### config.mk
export PLATFORM = sky130hd
export DESIGN_NAME = rv32m_mul_sequencer
export DESIGN_NICKNAME = d
export VERILOG_FILES = /design/src/rtl/rv32m_mul_sequencer.sv
export SDC_FILE = /design/constraint.sdc
export NUM_CORES = 1
export LEC_CHECK = 0
export ABC_AREA = 1
export BUFFER_PORTS_ARGS = -buffer_cell sky130_fd_sc_hd__buf_4
export CORE_UTILIZATION = 34
export DETAILED_ROUTE_END_ITERATION = 8
export SLEW_MARGIN = 20
export SYNTH_ARGS = -nofsm -noshare
export SYNTH_HDL_FRONTEND = slang
export SYNTH_SLANG_ARGS = --single-unit
### constraint.sdc
create_clock -name clk -period 3.45 [get_ports clk]
set_input_delay 0.345 -clock clk [delete_from_list [all_inputs] [get_ports clk]]
set_output_delay 0.345 -clock clk [all_outputs]
set_load 0.02 [all_outputs]
### src/rtl/rv32m_mul_sequencer.sv
// +----------------------------------------------------------------------------+
// | rv32m_mul_sequencer : iterative RV32M MUL/MULH/MULHSU/MULHU unit built from |
// |                       sixteen 8x8 sub-products, tagged result writeback.    |
// | Revision: 1.0                                                              |
// +----------------------------------------------------------------------------+
`default_nettype none

module dadda_multiplier8 (
  input  logic        clk,
  input  logic        rst,
  input  logic        move_flush,
  input  logic        start,
  input  logic [7:0]  a,
  input  logic [7:0]  b,
  output logic        done,
  output logic [15:0] p
);
  localparam logic [2:0] C_LAST_STAGE = 3'd5;

  logic [2:0]  r_stage;
  logic [7:0]  r_a;
  logic [7:0]  r_b;
  logic [15:0] r_lo;
  logic [15:0] r_hi;
  logic [15:0] r_p;
  logic [15:0] w_pp [8];

  always_comb begin
    for (int i = 0; i < 8; i++) begin
      w_pp[i] = r_b[i] ? ({8'h00, r_a} << i) : 16'h0000;
    end
  end

  // Operands latch on start; rows reduce in two halves, then a final add.
  always_ff @(posedge clk) begin
    if (rst || move_flush) begin
      r_stage <= '0;
      r_a     <= '0;
      r_b     <= '0;
      r_lo    <= '0;
      r_hi    <= '0;
      r_p     <= '0;
    end else begin
      if (r_stage == 3'd0) begin
        if (start) begin
          r_stage <= 3'd1;
          r_a     <= a;
          r_b     <= b;
        end
      end else if (r_stage == C_LAST_STAGE) begin
        r_stage <= 3'd0;
      end else begin
        r_stage <= r_stage + 3'd1;
      end
      if (r_stage == 3'd1) begin
        r_lo <= w_pp[0] + w_pp[1] + w_pp[2] + w_pp[3];
        r_hi <= w_pp[4] + w_pp[5] + w_pp[6] + w_pp[7];
      end
      if (r_stage == 3'd2) begin
        r_p <= r_lo + r_hi;
      end
    end
  end

  assign done = (r_stage == C_LAST_STAGE);
  assign p    = r_p;
endmodule

module rv32m_mul_sequencer #(
  parameter int TAG_WIDTH = 5
) (
  input  logic                 clk,
  input  logic                 rst,
  input  logic                 move_flush,
  input  logic                 start,
  input  logic [1:0]           mulop,
  input  logic [31:0]          a,
  input  logic [31:0]          b,
  input  logic [TAG_WIDTH-1:0] tag_in,
  output logic                 busy,
  output logic                 done,
  output logic [31:0]          result,
  output logic [TAG_WIDTH-1:0] tag_out
);
  typedef enum logic [2:0] {
    S_IDLE   = 3'd0,
    S_LOAD   = 3'd1,
    S_CSTART = 3'd2,
    S_CWAIT  = 3'd3,
    S_FIXUP  = 3'd4,
    S_DONE   = 3'd5
  } state_t;

  state_t               r_state;
  state_t               w_next;
  logic [1:0]           r_op;
  logic [31:0]          r_a;
  logic [31:0]          r_b;
  logic [31:0]          r_mag_a;
  logic [31:0]          r_mag_b;
  logic                 r_neg;
  logic [63:0]          r_acc;
  logic [3:0]           r_k;
  logic [TAG_WIDTH-1:0] r_tag;
  logic [TAG_WIDTH-1:0] r_tag_out;
  logic [31:0]          r_result;

  logic                 w_a_signed;
  logic                 w_b_signed;
  logic                 w_sub_start;
  logic                 w_sub_done;
  logic [15:0]          w_sub_p;
  logic [7:0]           w_sub_a;
  logic [7:0]           w_sub_b;
  logic [2:0]           w_shift;
  logic [63:0]          w_chunk;
  logic [63:0]          w_final;

  assign w_a_signed = (r_op == 2'b01) || (r_op == 2'b10);
  assign w_b_signed = (r_op == 2'b01);

  assign w_sub_a = r_mag_a[{r_k[3:2], 3'b000} +: 8];
  assign w_sub_b = r_mag_b[{r_k[1:0], 3'b000} +: 8];
  assign w_shift = {1'b0, r_k[3:2]} + {1'b0, r_k[1:0]};
  assign w_chunk = {48'h0, w_sub_p} << {w_shift, 3'b000};
  assign w_final = r_neg ? (64'd0 - r_acc) : r_acc;

  dadda_multiplier8 u_dadda (
    .clk        (clk),
    .rst        (rst),
    .move_flush (move_flush),
    .start      (w_sub_start),
    .a          (w_sub_a),
    .b          (w_sub_b),
    .done       (w_sub_done),
    .p          (w_sub_p)
  );

  always_ff @(posedge clk) begin
    if (rst || move_flush) r_state <= S_IDLE;
    else                   r_state <= w_next;
  end

  always_comb begin
    w_next      = r_state;
    w_sub_start = 1'b0;
    case (r_state)
      S_IDLE:   if (start) w_next = S_LOAD;
      S_LOAD:   w_next = S_CSTART;
      S_CSTART: begin
        w_sub_start = 1'b1;
        w_next      = S_CWAIT;
      end
      S_CWAIT:  if (w_sub_done) w_next = (r_k == 4'd15) ? S_FIXUP : S_CSTART;
      S_FIXUP:  w_next = S_DONE;
      S_DONE:   w_next = S_IDLE;
      default:  w_next = S_IDLE;
    endcase
  end

  always_ff @(posedge clk) begin
    if (rst || move_flush) begin
      r_op      <= '0;
      r_a       <= '0;
      r_b       <= '0;
      r_mag_a   <= '0;
      r_mag_b   <= '0;
      r_neg     <= 1'b0;
      r_acc     <= '0;
      r_k       <= '0;
      r_tag     <= '0;
      r_tag_out <= '0;
      r_result  <= '0;
    end else begin
      case (r_state)
        S_IDLE: if (start) begin
          r_op  <= mulop;
          r_a   <= a;
          r_b   <= b;
          r_tag <= tag_in;
        end
        S_LOAD: begin
          r_mag_a <= (w_a_signed && r_a[31]) ? (32'd0 - r_a) : r_a;
          r_mag_b <= (w_b_signed && r_b[31]) ? (32'd0 - r_b) : r_b;
          r_neg   <= (w_a_signed & r_a[31]) ^ (w_b_signed & r_b[31]);
          r_acc   <= '0;
          r_k     <= '0;
        end
        S_CWAIT: if (w_sub_done) begin
          r_acc <= r_acc + w_chunk;
          if (r_k != 4'd15) r_k <= r_k + 4'd1;
        end
        // Result is taken from the sign-corrected sum on the same edge it is stored.
        S_FIXUP: begin
          r_acc     <= w_final;
          r_result  <= (r_op == 2'b00) ? w_final[31:0] : w_final[63:32];
          r_tag_out <= r_tag;
        end
        default: ;
      endcase
    end
  end

  assign busy    = (r_state != S_IDLE);
  assign done    = (r_state == S_DONE);
  assign result  = r_result;
  assign tag_out = r_tag_out;
endmodule

`default_nettype wire
==> results.json, run 1 <==
{
  "root_buffer": "clkbuf_16",
  "num_vias": 28276,
  "cp.required_ns": 3.95,
  "cts_sinks": 304,
  "rsz0062_at_grt": "true",
  "clock_path_buffers": 3,
  "finalCritPeriodShare": 1.03,
  "netlist.area_leader.share": 0.243,
  "synth_compound_area_frac": 0.172,
  "num_rows": 99,
  "final_max_slew_viol_count": 0,
  "clk_pin_slew_worst_paths_ns": 0.06,
  "critPathKind": "reg2reg",
  "route.detailed.wl_per_inst_um": 17.5,
  "ys_types": 47,
  "cap_violations": 0,
  "maxSlewHeadroom": 0.281,
  "synth_cells": 4333,
  "hold_viol": 0,
  "synthMuxAreaShare": 0,
  "grt_antenna_before_repair": 3,
  "cts_tree": "done",
  "design.core.area_sq_um": 72800,
  "hpwl_um": 77100,
  "grt-ovfl-total": 0,
  "grt_pass1_wl_um": 150000,
  "skew_ns": 0.0406,
  "gp_congestion": 1.04,
  "diodes": 0,
  "portBuffers": 113,
  "area_growth_pct": 23.3,
  "io_pins": 114,
  "netlist.top_cell.by_area": "dfxtp_1",
  "yosys.area_share.simple": 0.349,
  "ys_ff_latch": 304,
  "yosys_warnings": 0,
  "drt-initial-drc-count": 2450,
  "htree_levels": 2,
  "grt_use_total": 0.257,
  "cts_hold_buffers": 0,
  "crit_arrival_ns": 4.07,
  "dieHeight_um": 273,
  "initial_utilization": 0.344,
  "timing.fmax_mhz": 280,
  "worstMarginPinSlew_ns": 1.08,
  "utilization": 0.424,
  "worst_hold_path_type": "in2reg",
  "insertion_delay_ns": 0.60,
  "yosysSeqAreaShare": 0.243,
  "layout.nets": 4830,
  "power_mw": 9.18,
  "max-vdd-ir-drop_mv": 0.362,
  "worstPathMaxFanout": 7,
  "synthXorXnorAreaFrac": 0.0231,
  "drc": 0,
  "synth.avg_cell_area_sq_um": 5.78,
  "fin_ws_ns": -0.119,
  "synth_fa_ha_area_frac": 0.0772,
  "startpoint_type": "flip-flop",
  "violations": "setup timing",
  "drt_pass1_iterations": 6,
  "final_antenna_net_count": 0,
  "synthesis.area_sq_um": 25000,
  "grt_max_degree": 198,
  "grt_pass1_vias": 26389,
  "synth_top_family_by_area": "simple AND/OR/NAND/NOR gates",
  "setup_viol": 17,
  "synth_nets": 4545,
  "cts_buffers": 38,
  "fp.dieW_um": 273,
  "status": "finished with violations",
  "pwr_density_cell_nw_per_um2": 298,
  "crit_path_end_kind": "flip-flop",
  "die_area_sq_um": 74700,
  "vias_per_cell": 5.05,
  "layout_min_cycle_time_ns": 3.57,
  "synthTopCellsByArea": "dfxtp_1 (24%), nand2_1 (19%), inv_1 (11%)",
  "routed_wl_um": 98200,
  "power.leakage_nw": 16.0,
  "final_layout_size_suffix_gt1_frac": 0.151
}
worst paths after layout:
kind / start / end / slack (ns) / cells after the start
worst max-delay path: r_k[0] / r_acc[30] / -0.12 / 22
worst min-delay path: b[24] / r_b[24] / 0.04 / 3
worst max register to register: r_k[0] / r_acc[30] / -0.12 / 22
worst min register to register: r_tag[0] / tag_out[0] / 0.44 / 2
synthesized netlist by cell type (all sizes together):
| library cell | n |
|---|---|
| nor4 | 8 |
| buf | 33 |
| o211ai | 33 |
| o31ai | 3 |
| dfxtp | 304 |
| xor2 | 57 |
| nand3b | 10 |
| clkinv | 1 |
| or2 | 26 |
| o21bai | 26 |
| a211oi | 1 |
| o22ai | 9 |
| a21o | 5 |
| a211o | 1 |
| nand2 | 1290 |
| ha | 108 |
| nor2 | 453 |
| and2 | 2 |
| xnor2 | 9 |
| inv | 728 |
| fa | 29 |
| a21oi | 329 |
| nand3 | 258 |
| o21ai | 325 |
| a221oi | 2 |
| clkbuf | 133 |
| o221ai | 22 |
| and3 | 1 |
| o2111ai | 2 |
| nand4 | 40 |
| a41oi | 1 |
| a31oi | 31 |
| nor3 | 52 |
| o2bb2ai | 1 |
layer usage:
layer  wire (um)  track usage
met4        5450        0.129
met1       41800        0.322
met3        6760       0.0480
met2       44200        0.421
met5          38            0
layout make-up:
class | count | area [sq um]
repair buffers | 411 | 3200
inverters | 729 | 2740
fillers | 8034 | 42000
clock buffers | 53 | 1060
clock inverters | 14 | 148
flip-flops and latches | 304 | 6090
multi-input cells | 3134 | 16400
well taps | 959 | 1200
cells by family (layout without fill, tap and decap cells):
| group | after synthesis | in the layout |
|---|---|---|
| buf+inv | 895 | 1207 |
| fa+ha+maj | 137 | 137 |
| simple gates | 2140 | 2140 |
| compound gates | 791 | 791 |
| flops | 304 | 304 |
| xor+xnor | 66 | 66 |
worst max-delay path, cell delays in order (launching register included):
cell and delay, ns:
dfxtp_2 0.32, ha_1 0.19, inv_2 0.05, fa_2 0.48
inv_6 0.15, buf_12 0.14, nor2_1 0.05, a31oi_2 0.23
nor2_1 0.07, ha_1 0.36, nand2_1 0.14, nor2_1 0.14
buf_4 0.13, nand2_1 0.05, inv_2 0.13, nand2_1 0.11
inv_1 0.06, nand2_1 0.06, nand2_2 0.11, o21ai_0 0.09
a21oi_1 0.25, nor2_1 0.07, nor2_1 0.08
registers in the layout (all words and copies together), names as in the netlist, 2 cells and up:
register and count:
u_dadda.r_lo 13, r_b 32, u_dadda.r_stage 3, r_k 4, u_dadda.r_b 8, r_mag_a 32, r_mag_b 32, r_acc 64
r_state 3, r_tag 5, u_dadda.r_hi 12, u_dadda.r_a 8, r_op 2, r_a 32, tag_out 5, u_dadda.p 16
result 32
through the flow:
step / instances / area [sq um] / setup TNS [ns] / setup WS, ns / hold WS, ns
global route: 5604 / 30800 / -9.53 / -0.362 / 0.0499
finish: 5604 / 30800 / -0.589 / -0.119 / 0.0396
global placement: 5525 / 28600 / -4.25 / -0.268 / 0.444
CTS: 5602 / 30500 / -0.156 / -0.0489 / 0.0140
floorplan: 4333 / 25000 / 0 / 0.0186 / 0.430
detailed placement: 5525 / 28600 / -4.93 / -0.290 / 0.449
layout by cell type (no fill, tap or decap), types with 13 or more instances in the layout:
master / count
nand2_1: 1241
o221ai_1: 22
nand3_1: 238
inv_1: 714
o21ai_0: 312
nand2_2: 45
xor2_1: 57
fa_1: 27
a31oi_1: 23
nor2_4: 15
or2_2: 25
nor2_1: 395
dfxtp_1: 300
clkbuf_16: 38
a21oi_2: 16
o21bai_1: 26
nor2_2: 43
nand4_1: 40
inv_2: 13
o211ai_1: 33
buf_4: 397
a21oi_1: 313
ha_1: 95
nor3_1: 37
what timing repair did:
action | CTS | global route
cloned | 2 | 0
setup buffers | 8 | 2
pin swaps | 21 | 12
setup endpoints to repair | 46 | 58
resized for setup | 149 | 79
endpoints found under the hold margin | 0 | 0
where the power goes:
part	total (mW)	internal, mW	switching [mW]
combinational	1.49	0.480	1.01
sequential	3.71	3.60	0.107
clock	3.98	2.24	1.74
total	9.18	6.32	2.86
Note: power is estimated with default switching activity, not from simulation.
==> run 2: changes to the inputs <==
--- a/config.mk
+++ b/config.mk
@@ -8,6 +8,7 @@
 export ABC_AREA = 1
 export BUFFER_PORTS_ARGS = -buffer_cell sky130_fd_sc_hd__buf_4
 export CORE_UTILIZATION = 34
+export CTS_BUF_LIST = sky130_fd_sc_hd__clkbuf_4
 export DETAILED_ROUTE_END_ITERATION = 8
 export SLEW_MARGIN = 20
 export SYNTH_ARGS = -nofsm -noshare
==> results.json, run 2 (synthesized netlist as in run 1, its figures left out) <==
{
  "initial_utilization": 0.344,
  "routed_wl_um": 100000,
  "max-vdd-ir-drop_mv": 0.194,
  "area_growth_pct": 30.2,
  "cts_tree": "done",
  "utilization": 0.447,
  "drc": 0,
  "startpoint_type": "flip-flop",
  "slowest_stage": "fa_2",
  "htree_levels": 3,
  "multi_input_area_sq_um": 17300,
  "final_max_slew_viol_count": 0,
  "gr-usage-met2": 0.428,
  "insertion_delay_ns": 0.88,
  "grt-ovfl-total": 0,
  "met3_usage": 0.0502,
  "num_vias": 29231,
  "status": "finished with violations",
  "grt_pass1_vias": 26972,
  "clock_path_buffers": 3,
  "skew_ns": 0.0565,
  "tns_ns": -0.819,
  "switchingPower_mw": 2.89,
  "crit_top_cell": "nand2_1",
  "seq_area_sq_um": 6090,
  "drt-initial-drc-count": 2505,
  "maxSlewHeadroom": 0.294,
  "worstMarginPinSlew_ns": 1.06,
  "timing.fmax_mhz": 281,
  "r2r_slack_ns": -0.11,
  "dieHeight_um": 273,
  "portBuffers": 113,
  "worst_hold_path_type": "in2reg",
  "grt_antenna_before_repair": 3,
  "critPathKind": "reg2reg",
  "grt_max_degree": 198,
  "p_int_mw": 6.04,
  "rsz0062_at_grt": "true",
  "cap_violations": 0,
  "crit_family": "simple AND/OR/NAND/NOR gates",
  "cts_buffers": 87,
  "gp_congestion": 1.04,
  "fin_ws_ns": -0.114,
  "worstPathMaxFanout": 7,
  "cp.required_ns": 4.24,
  "layout_min_cycle_time_ns": 3.56,
  "crit_arrival_ns": 4.36,
  "clk_pin_slew_worst_paths_ns": 0.06,
  "root_buffer": "clkbuf_4",
  "design.core.area_sq_um": 72800,
  "power_mw": 8.93,
  "clkPwrFrac": 0.407,
  "layout.nets": 4973,
  "cpPeakStageDelay_ns": 0.60,
  "pwr_density_cell_nw_per_um2": 274,
  "fillers": 7894,
  "layout_commonest_cell": "nand2_1",
  "finalCritPeriodShare": 1.03,
  "final-instance-count-excl-fill": 5785,
  "cts_sinks": 304,
  "hpwl_um": 77100,
  "comb_power_share": 0.178,
  "path_buf_inv": 7,
  "swShare": 0.323,
  "largest_reg_flops": 64,
  "drt_pass1_iterations": 6,
  "grt_use_total": 0.261,
  "crit_path_cell_trace": "ha_2, inv_2, fa_2, clkinv_4, buf_8, buf_6, nor3_4, ha_1, buf_4, nand2_2, inv_1, nand2_1, nand2_2, inv_1, nand2_2, nand2_1, nand3b_1, nand2_1, nand2_1, nand2_1, nand3_2, a21oi_1",
  "grt_pass1_wl_um": 152000,
  "die_area_sq_um": 74700,
  "p_seq_frac": 0.415,
  "hold_viol": 0,
  "crit_path_end_kind": "flip-flop",
  "vias_per_cell": 5.05,
  "fp.dieW_um": 273,
  "route.detailed.wl_per_inst_um": 17.4,
  "power.leakage_nw": 16.6,
  "final_antenna_net_count": 0,
  "top_register": "r_acc",
  "setup_viol": 19,
  "io_pins": 114,
  "final_layout_size_suffix_gt1_frac": 0.209,
  "num_rows": 99,
  "place_inst": 5525,
  "violations": "setup timing",
  "busiest_layer": "met2",
  "globalRouteMet1Util": 0.325,
  "mostFrequentLayoutCells": "nand2_1 (1136), inv_1 (693), buf_4 (406), nor2_1 (369), o21ai_0 (308)"
}
run 2: changes by cell type in the layout (fill, tap and decap cells not counted), sizes merged:
cell	change
clkbuf	+80
dlygate4sd3	+75
buf	+18
clkinv	+4
diode	+3
bufinv	+1
clkinvlp	+1
inv	-1
run 2: final cells by class:
cell class                 count  share of cell area
sequential                   304               0.187
timing repair buffer         505               0.127
inverter                     729              0.0843
clock buffer                 132              0.0304
tap                          959              0.0368
antenna                        3            0.000230
clock inverter                19             0.00468
multi-input combinational   3134               0.530
run 2: final timing paths:
check	from	endpoint	depth (start not counted)
setup reg to reg	r_k[2]	r_acc[38]	22
hold / removal	rst	r_b[28]	5
hold reg to reg	r_tag[4]	r_tag[4]	2
setup / recovery	r_k[2]	r_acc[38]	22
run 2: timing repair:
action / 4_1_cts / 5_1_grt
pin swaps: 9 / 100
gates cloned: 0 / 2
hold buffers: 75 / 0
setup buffers: 6 / 23
hold endpoints to repair: 73 / 0
resized for setup: 66 / 421
endpoints found under the setup margin: 44 / 60
run 2: metal layers:
layer	up-vias	routed length [um]
li1	14635	-
met1	13266	41400
met2	1067	45800
met5	-	11
met4	2	5590
met3	261	7660
run 2: per-stage QoR:
stage | cell area, sq um | hold WS [ns] | setup WS (ns)
finish | 32600 | 0.0570 | -0.114
global route | 32600 | 0.0594 | -0.338
CTS | 30800 | 0.0198 | -0.125
detailed placement | 28600 | 0.449 | -0.290
global placement | 28600 | 0.444 | -0.268
floorplan | 25000 | 0.430 | 0.0186
run 2: power by group through the flow:
stage                     Sequential (mW)  Combinational (mW)  Clock [mW]
final                                3.71                1.59        3.63
after global routing                 3.71                1.75        3.90
after CTS                            3.70                1.50        3.73
after detailed placement             3.78                1.42           0
after global placement               3.78                1.42           0
after floorplan                      3.73               0.939           0
run 2: worst min-delay path, stage by stage:
cell and delay [ns]:
buf_4 0.09, nor2_4 0.04, buf_12 0.19, o21ai_0 0.15
a21oi_1 0.05
